### config.mk
export PLATFORM = sky130hd
export DESIGN_NAME = cam_capture_ctrl
export DESIGN_NICKNAME = d
export VERILOG_FILES = /design/src/rtl/cam_pkg.sv /design/src/rtl/cam_edge_det.sv /design/src/rtl/cam_capture_ctrl.sv
export SDC_FILE = /design/constraint.sdc
export NUM_CORES = 1
export LEC_CHECK = 0
export BUFFER_PORTS_ARGS = -buffer_cell sky130_fd_sc_hd__buf_4
export CAP_MARGIN = 20
export CORE_UTILIZATION = 40
export DETAILED_ROUTE_END_ITERATION = 12
export GPL_TIMING_DRIVEN = 0
export PLACE_DENSITY = 0.62
export SKIP_LAST_GASP = 1
export SLEW_MARGIN = 10
export SYNTH_ARGS = -nofsm -noshare
export SYNTH_HDL_FRONTEND = slang
export SYNTH_HIERARCHICAL = 1
export SYNTH_SLANG_ARGS = --single-unit
### constraint.sdc
create_clock -name CLK -period 1.9 [get_ports CLK]
set_input_delay 0.38 -clock CLK [delete_from_list [all_inputs] [get_ports CLK]]
set_output_delay 0.38 -clock CLK [all_outputs]
set_load 0.02 [all_outputs]
### src/rtl/cam_pkg.sv
// Shared types and constants for the camera capture controller.
// Holds the capture FSM state type, QQVGA frame geometry and the default
// frame-buffer address width.
package cam_pkg;

  typedef enum logic [2:0] {
    ST_IDLE    = 3'd0,
    ST_ARM     = 3'd1,
    ST_SYNC    = 3'd2,
    ST_CAPTURE = 3'd3,
    ST_DONE    = 3'd4
  } cam_state_t;

  localparam int QQVGA_W    = 160;
  localparam int QQVGA_H    = 120;
  localparam int QQVGA_NPIX = 19200;
  localparam int CAM_AW     = 15;

endpackage

### src/rtl/cam_edge_det.sv
// Rise/fall detection for the camera VSYNC and HREF strobes.
// The previous sample of each strobe is held in a register; the edge
// outputs compare the live input against that registered sample.
module cam_edge_det (
  input  logic i_clk,
  input  logic i_rst,
  input  logic i_vsync,
  input  logic i_href,
  output logic o_vsync_rise,
  output logic o_vsync_fall,
  output logic o_href_rise,
  output logic o_href_fall
);

  logic r_vsync;
  logic r_href;

  // Remember last-cycle level of both strobes.
  always_ff @(posedge i_clk) begin
    if (i_rst) begin
      r_vsync <= 1'b0;
      r_href  <= 1'b0;
    end else begin
      r_vsync <= i_vsync;
      r_href  <= i_href;
    end
  end

  assign o_vsync_rise = i_vsync & ~r_vsync;
  assign o_vsync_fall = ~i_vsync & r_vsync;
  assign o_href_rise  = i_href & ~r_href;
  assign o_href_fall  = ~i_href & r_href;

endmodule

### src/rtl/cam_capture_ctrl.sv
// Camera frame-capture controller: arms on a start request, waits for a
// full vertical blank so only whole frames are captured, enables the pixel
// writer for one frame and reports completion.
// Optional frame checking (line count, pixel count, overrun) is built only
// when the macro CAPTURE_CHECK_EN is defined; otherwise frame_err is 0.
module cam_capture_ctrl
  import cam_pkg::*;
#(
  parameter int AW      = CAM_AW,
  parameter int NPIXELS = QQVGA_NPIX,
  parameter int NLINES  = QQVGA_H
) (
  input  logic          CLK,
  input  logic          rst,
  input  logic          VSYNC,
  input  logic          HREF,
  input  logic          px_wr,
  input  logic          start,
  input  logic          continuous,
  output logic          cap_en,
  output logic          addr_clr,
  output logic          busy,
  output logic          frame_done,
  output logic          frame_err,
  output logic [AW-1:0] px_cnt
);

  localparam int            LW         = $clog2(NLINES + 1);
  localparam logic [AW-1:0] LP_NPIX    = AW'(NPIXELS);
  localparam logic [LW-1:0] LP_NLINES  = LW'(NLINES);

  cam_state_t    r_state;
  cam_state_t    w_next;
  logic          r_cap_en;
  logic          r_addr_clr;
  logic          r_busy;
  logic          r_frame_done;
  logic [AW-1:0] r_px_cnt;
  logic          w_at_full;
  logic          w_vs_rise;
  logic          w_vs_fall;
  logic          w_href_rise;
  logic          w_href_fall;
  logic          w_unused;

  cam_edge_det u_edge (
    .i_clk        (CLK),
    .i_rst        (rst),
    .i_vsync      (VSYNC),
    .i_href       (HREF),
    .o_vsync_rise (w_vs_rise),
    .o_vsync_fall (w_vs_fall),
    .o_href_rise  (w_href_rise),
    .o_href_fall  (w_href_fall)
  );

  assign w_at_full = (r_px_cnt == LP_NPIX);

  // State register plus registered outputs decoded from the next state,
  // so every output lines up with the state it belongs to.
  always_ff @(posedge CLK) begin
    if (rst) begin
      r_state      <= ST_IDLE;
      r_cap_en     <= 1'b0;
      r_addr_clr   <= 1'b0;
      r_busy       <= 1'b0;
      r_frame_done <= 1'b0;
    end else begin
      r_state      <= w_next;
      r_cap_en     <= (w_next == ST_CAPTURE);
      r_addr_clr   <= (w_next == ST_SYNC);
      r_busy       <= (w_next != ST_IDLE);
      r_frame_done <= (w_next == ST_DONE);
    end
  end

  // Next-state logic. CAPTURE is only entered after VSYNC has been seen
  // high in ARM, so a VSYNC rise inside CAPTURE is the end of the frame.
  always_comb begin
    w_next = r_state;
    case (r_state)
      ST_IDLE:    if (start) w_next = ST_ARM;
      ST_ARM:     if (VSYNC) w_next = ST_SYNC;
      ST_SYNC:    if (!VSYNC) w_next = ST_CAPTURE;
      ST_CAPTURE: if (w_vs_rise || w_at_full) w_next = ST_DONE;
      ST_DONE:    w_next = continuous ? ST_ARM : ST_IDLE;
      default:    w_next = ST_IDLE;
    endcase
  end

  // Pixel counter: cleared in SYNC, counts writes in CAPTURE, saturates at
  // a full frame and otherwise holds its final value for software to read.
  always_ff @(posedge CLK) begin
    if (rst) begin
      r_px_cnt <= '0;
    end else if (r_state == ST_SYNC) begin
      r_px_cnt <= '0;
    end else if (r_state == ST_CAPTURE && px_wr && !w_at_full) begin
      r_px_cnt <= r_px_cnt + 1'b1;
    end
  end

`ifdef CAPTURE_CHECK_EN
  logic [LW-1:0] r_line_cnt;
  logic          r_overrun;
  logic          r_frame_err;

  // Line counter and overrun flag for the frame currently being captured.
  always_ff @(posedge CLK) begin
    if (rst) begin
      r_line_cnt <= '0;
      r_overrun  <= 1'b0;
    end else if (r_state == ST_SYNC) begin
      r_line_cnt <= '0;
      r_overrun  <= 1'b0;
    end else if (r_state == ST_CAPTURE) begin
      if (w_href_fall && (r_line_cnt != '1)) r_line_cnt <= r_line_cnt + 1'b1;
      if (px_wr && w_at_full)                r_overrun  <= 1'b1;
    end
  end

  // Frame verdict taken in DONE and held until the next frame completes.
  always_ff @(posedge CLK) begin
    if (rst) begin
      r_frame_err <= 1'b0;
    end else if (r_state == ST_DONE) begin
      r_frame_err <= (r_px_cnt != LP_NPIX) || (r_line_cnt != LP_NLINES) || r_overrun;
    end
  end

  assign frame_err = r_frame_err;
  assign w_unused  = ^{w_vs_fall, w_href_rise};
`else
  assign frame_err = 1'b0;
  assign w_unused  = ^{w_vs_fall, w_href_rise, w_href_fall, LP_NLINES};
`endif

  assign cap_en     = r_cap_en;
  assign addr_clr   = r_addr_clr;
  assign busy       = r_busy;
  assign frame_done = r_frame_done;
  assign px_cnt     = r_px_cnt;

endmodule
==> results of run 1 <==
## registers in the layout, indices dropped and copies added (netlist names)
name / count
addr_clr: 1
r_state: 3
u_edge/r_vsync: 1
frame_done: 1
busy: 1
px_cnt: 15
cap_en: 1
## final timing paths
| path | start | end | slack, ns | depth (start not counted) |
|---|---|---|---|---|
| worst max-delay path | r_state[1]$_SDFF_PP0_ | px_cnt[14]$_SDFFE_PP0P_ | 0.09 | 5 |
| worst min-delay path | rst | u_edge/r_vsync$_SDFF_PP0_ | 0.21 | 2 |
| worst max register to register | r_state[1]$_SDFF_PP0_ | px_cnt[14]$_SDFFE_PP0P_ | 0.09 | 5 |
| worst min register to register | px_cnt[6]$_SDFFE_PP0P_ | px_cnt[6]$_SDFFE_PP0P_ | 0.54 | 2 |
## critical path, stage by stage (launching register included)
cell and delay, ns:
dfxtp_1 0.34, clkbuf_4 0.19, nand4b_4 0.12, or4_4 0.57, or3_1 0.37, a21oi_1 0.15
## layout by cell type (no fill, tap or decap), types with 4 or more instances in the layout
master,count
nand2_1,15
or3_1,9
or4_1,4
nand3_1,5
clkbuf_4,4
nor2b_1,5
buf_4,27
dfxtp_1,19
o21ai_0,9
nor2_1,7
a21oi_1,9
## where the power goes
part	internal (uW)	total [uW]	switching (uW)	leakage, uW
sequential	490	496	5.60	0.000189
combinational	44.4	108	63.1	0.000347
clock	78.5	231	152	0.0000177
total	613	834	221	0.000554
## final cells by class
class,count,area [um2]
buffer,8,53.8
clock buffer,3,22.5
clock inverter,1,5.00
fill,263,1280
inverter,5,18.8
multi-input combinational,98,643
sequential,23,473
tap,31,38.8
timing repair buffer,26,195
## per-stage QoR
step | total power [uW] | setup TNS (ns) | instances | cell area [um2] | hold slack, ns
2_1_floorplan | 581 | 0 | 134 | 1150 | 0.452
3_3_place_gp | 612 | 0 | 189 | 1370 | 0.498
3_5_place_dp | 615 | -0.0192 | 189 | 1370 | 0.510
4_1_cts | 846 | 0 | 193 | 1400 | 0.212
5_1_grt | 880 | -0.0108 | 195 | 1450 | 0.193
6_report | 834 | 0 | 195 | 1450 | 0.214
## metal layers
metal / vias up / part of all wire (%) / global-route usage, %
met5: - / 0 / 0
li1: 543 / - / -
met2: 40 / 48 / 28.4
met3: 2 / 5.1 / 2.34
met4: 0 / 0.70 / 3.93
met1: 534 / 46 / 25.8
## timing repair
item / in CTS / in global routing
setup buffers: 0 / 1
gates resized for setup: 2 / 15
pin swaps: 0 / 4
setup endpoints to repair: 3 / 12
gates cloned: 0 / 1
==> metrics.cfg, run 1 <==
[pwr]
power_leakage_uw=0.000554
power-per-cell-area_nw_per_um2=575
vdd_drop_max_uv=391

[yosys]
synthCells=134
synthesis.area_um2=1150
synth_fp_nets=143
avgSynthCellArea_um2=8.56
ys_warn_count=6

[global_routing]
antenna_found_initial=0
grt_pass1_vias=982
track_usage_pct=17.9
grt_start_max_net_pins=14
grt_pass1_wl_mm=4.53
overflow=0

[sta]
fin_skew_ns=0.00385
timing.fmax_mhz=553
min_period_over_period_pct=95.1
slew_headroom_pct=64.0
period_minus_slack_ns=1.81
hold_viol=0
final_max_slew_viol_count=0
setup_viol=0
worst_pin_slew_ns=0.540
worst_slack_ns=0.0928

[run]
maxCapViolations=0

[die]
die_h_um=55.6
coreArea_um2=2730
die_x_um=55.6
start_util_pct=42.0
dieArea_um2=3090
io_pins=27
rows=19

[drt]
postRouteAntennaNets=0
remaining_drc_errors=0
wl_mm=2.70
drtIter0Drc=32
vias=1119
wl_per_cell_um=13.9
first_pass_iters=4
viasPerCell=5.74

[setup_path]
worstPathMaxFanout=9
end_kind=flip-flop
crit_required_ns=2.14
arrival_ns=2.05
timing_worst_setup_path_type=reg -> reg
cp-start-kind=flip-flop

[layout]
diodes=0
layout.nets=174
utilization_pct=53.0
area_growth_pct=26.4
drive_above_1_share_pct=31.7

[clock_tree]
cts_max_path_buffers=2
cts_tree=yes
cts.reportedPaths.clkPinSlew_ns=0.13
cts_sinks=23
clockRootBuffer=clkbuf_4
cts_buffers=3
ctsHtreeMaxLevel=1
worstSkewPairLatency_ns=0.31
cts_hold_buffers=0

[place]
globalplace.congestion=0.811
hpwl_mm=1.93
pre_cts_ws_ns=-0.0192
portBuffers=24

[hold_path]
hold_class=in -> reg

[status]
status=finished clean

(Power assumes the default switching activity.)
==> run 2, diff against run 1 <==
--- a/config.mk
+++ b/config.mk
@@ -7,6 +7,7 @@
 export LEC_CHECK = 0
 export BUFFER_PORTS_ARGS = -buffer_cell sky130_fd_sc_hd__buf_4
 export CAP_MARGIN = 20
+export CORE_ASPECT_RATIO = 1.5
 export CORE_UTILIZATION = 40
 export DETAILED_ROUTE_END_ITERATION = 12
 export GPL_TIMING_DRIVEN = 0
==> metrics.cfg, run 2 (synthesis results as in run 1) <==
[status]
status=finished clean  ; unchanged

[drt]
drtIter0Drc=13  ; was 32
vias=1092  ; was 1119
remaining_drc_errors=0  ; unchanged
wl_mm=2.65  ; was 2.70 mm
postRouteAntennaNets=0  ; unchanged
viasPerCell=5.46  ; was 5.74
first_pass_iters=4  ; unchanged
wl_per_cell_um=13.3  ; was 13.9 um

[setup_path]
arrival_ns=1.97  ; was 2.05 ns
slowest_delay_ns=0.49  ; was 0.57 ns
critPathSlowestCell=or4b_1  ; was or4_4
timing_worst_setup_path_type=reg -> reg  ; unchanged
worstPathMaxFanout=6  ; was 9
cp-start-kind=flip-flop  ; unchanged
crit_required_ns=2.03  ; was 2.14 ns
crit_chain=inv_1 -> ha_1 -> or4b_1 -> nor4_4 -> buf_4 -> or3_1 -> a21oi_1  ; was clkbuf_4 -> nand4b_4 -> or4_4 -> or3_1 -> a21oi_1
end_kind=flip-flop  ; unchanged

[sta]
whs_ns=0.268  ; was 0.214 ns
min_period_over_period_pct=96.7  ; was 95.1%
fin_skew_ns=0.00289  ; was 0.00385 ns
final_max_slew_viol_count=0  ; unchanged
setup_viol=0  ; unchanged
worst_slack_ns=0.0625  ; was 0.0928 ns
slew_headroom_pct=66.3  ; was 64.0%
finalSetupTns_ns=0  ; unchanged
period_minus_slack_ns=1.84  ; was 1.81 ns
worst_pin_slew_ns=0.506  ; was 0.540 ns
hold_viol=0  ; unchanged
timing.fmax_mhz=544  ; was 553 MHz

[clock_tree]
cts_sinks=23  ; unchanged
cts_tree=yes  ; unchanged
cts.reportedPaths.clkPinSlew_ns=0.08  ; was 0.13 ns
cts_hold_buffers=0  ; unchanged
cts_max_path_buffers=2  ; unchanged
ctsHtreeMaxLevel=1  ; unchanged
worstSkewPairLatency_ns=0.26  ; was 0.31 ns
cts_setup_buffers=0  ; unchanged
clockRootBuffer=clkbuf_8  ; was clkbuf_4
cts_buffers=3  ; unchanged

[die]
start_util_pct=42.4  ; was 42.0%
dieArea_um2=3090  ; about the same
die_x_um=45.7  ; was 55.6 um
die_h_um=67.6  ; was 55.6 um
rows=23  ; was 19
coreArea_um2=2710  ; was 2730 um2
io_pins=27  ; unchanged

[layout]
diodes=0  ; unchanged
layout.nets=173  ; was 174
largest_reg_flops=15  ; unchanged
drive_above_1_share_pct=27.0  ; was 31.7%
layout_common_cells=buf_4, dfxtp_1, nand2_1  ; unchanged
utilization_pct=53.5  ; was 53.0%
area_growth_pct=26.1  ; was 26.4%
final_common_cell=buf_4  ; unchanged

[pwr]
p_total_uw=909  ; was 834 uW
vdd_drop_max_uv=461  ; was 391 uV
power-per-cell-area_nw_per_um2=629  ; was 575 nW/um2
power_leakage_uw=0.000551  ; was 0.000554 uW

[global_routing]
met2_usage_pct=37.5  ; was 28.4%
gr-usage-met3_pct=2.41  ; was 2.34%
top_usage_layer=met2  ; unchanged
antenna_found_initial=0  ; unchanged
overflow=0  ; unchanged
track_usage_pct=19.6  ; was 17.9%
grt_start_max_net_pins=13  ; was 14
grtUsageMet1_pct=20.5  ; was 25.8%
grt_pass1_wl_mm=4.41  ; was 4.53 mm
grt_pass1_vias=1003  ; was 982

[place]
portBuffers=24  ; unchanged
globalplace.congestion=0.780  ; was 0.811
hpwl_mm=1.99  ; was 1.93 mm
pre_cts_ws_ns=-0.0257  ; was -0.0192 ns

[run]
maxCapViolations=0  ; unchanged

[hold_path]
hold_class=in -> reg  ; unchanged

run 2: changes by cell type in the layout (fill, tap and decap cells not counted), moves of 2 or more:
cell / delta
or4b_4: -2
inv_2: -2
inv_1: +2
or4b_1: +2
dfxtp_4: -3
clkbuf_4: -4
dfxtp_2: +2
clkbuf_8: +3
run 2: layer usage:
metal	vias up	wire length [um]
li1	537	-
met1	534	1050
met2	17	1500
met3	4	64
met4	0	36
met5	-	0
run 2: path summary, 6_finish.rpt:
kind / from / endpoint / slack, ns / cells after the start
worst max-delay path: px_cnt[0]$_SDFFE_PP0P_ / px_cnt[0]$_SDFFE_PP0P_ / 0.06 / 7
worst max register to register: px_cnt[0]$_SDFFE_PP0P_ / px_cnt[0]$_SDFFE_PP0P_ / 0.06 / 7
worst min-delay path: rst / u_edge/r_vsync$_SDFF_PP0_ / 0.27 / 2
worst min register to register: px_cnt[14]$_SDFFE_PP0P_ / px_cnt[14]$_SDFFE_PP0P_ / 0.51 / 2
run 2: area by class of cell:
class | instances | area, um2
fill | 284 | 1260
inverter | 5 | 18.8
timing repair buffer | 25 | 188
tap | 37 | 46.3
buffer | 8 | 51.3
sequential | 23 | 464
multi-input combinational | 98 | 633
clock buffer | 4 | 45.0
run 2: power by group:
group	leakage (uW)	internal, uW	switching [uW]	total, uW
Combinational	0.000341	43.0	62.7	106
Sequential	0.000188	493	5.70	499
Clock	0.0000228	150	155	305
Total	0.000551	686	223	909
run 2: worst max-delay path, delay by kind of cell (launching register included):
| family | cells | cell delay, ns |
|---|---|---|
| simple gates | 3 | 0.84 |
| flops | 1 | 0.35 |
| buf+inv | 2 | 0.27 |
| fa+ha+maj | 1 | 0.17 |
| compound gates | 1 | 0.07 |
run 2: what timing repair did:
action,CTS,global route
endpoints found under the setup margin,5,13
cloned,0,1
resized for setup,3,4
pin swaps,0,1
run 2: metrics by stage:
| stage | instance area, um2 | std cells |
|---|---|---|
| final | 1450 | 200 |
| after global placement | 1370 | 195 |
| after CTS | 1430 | 199 |
| after floorplan | 1150 | 134 |
| after global routing | 1450 | 200 |
| after detailed placement | 1370 | 195 |
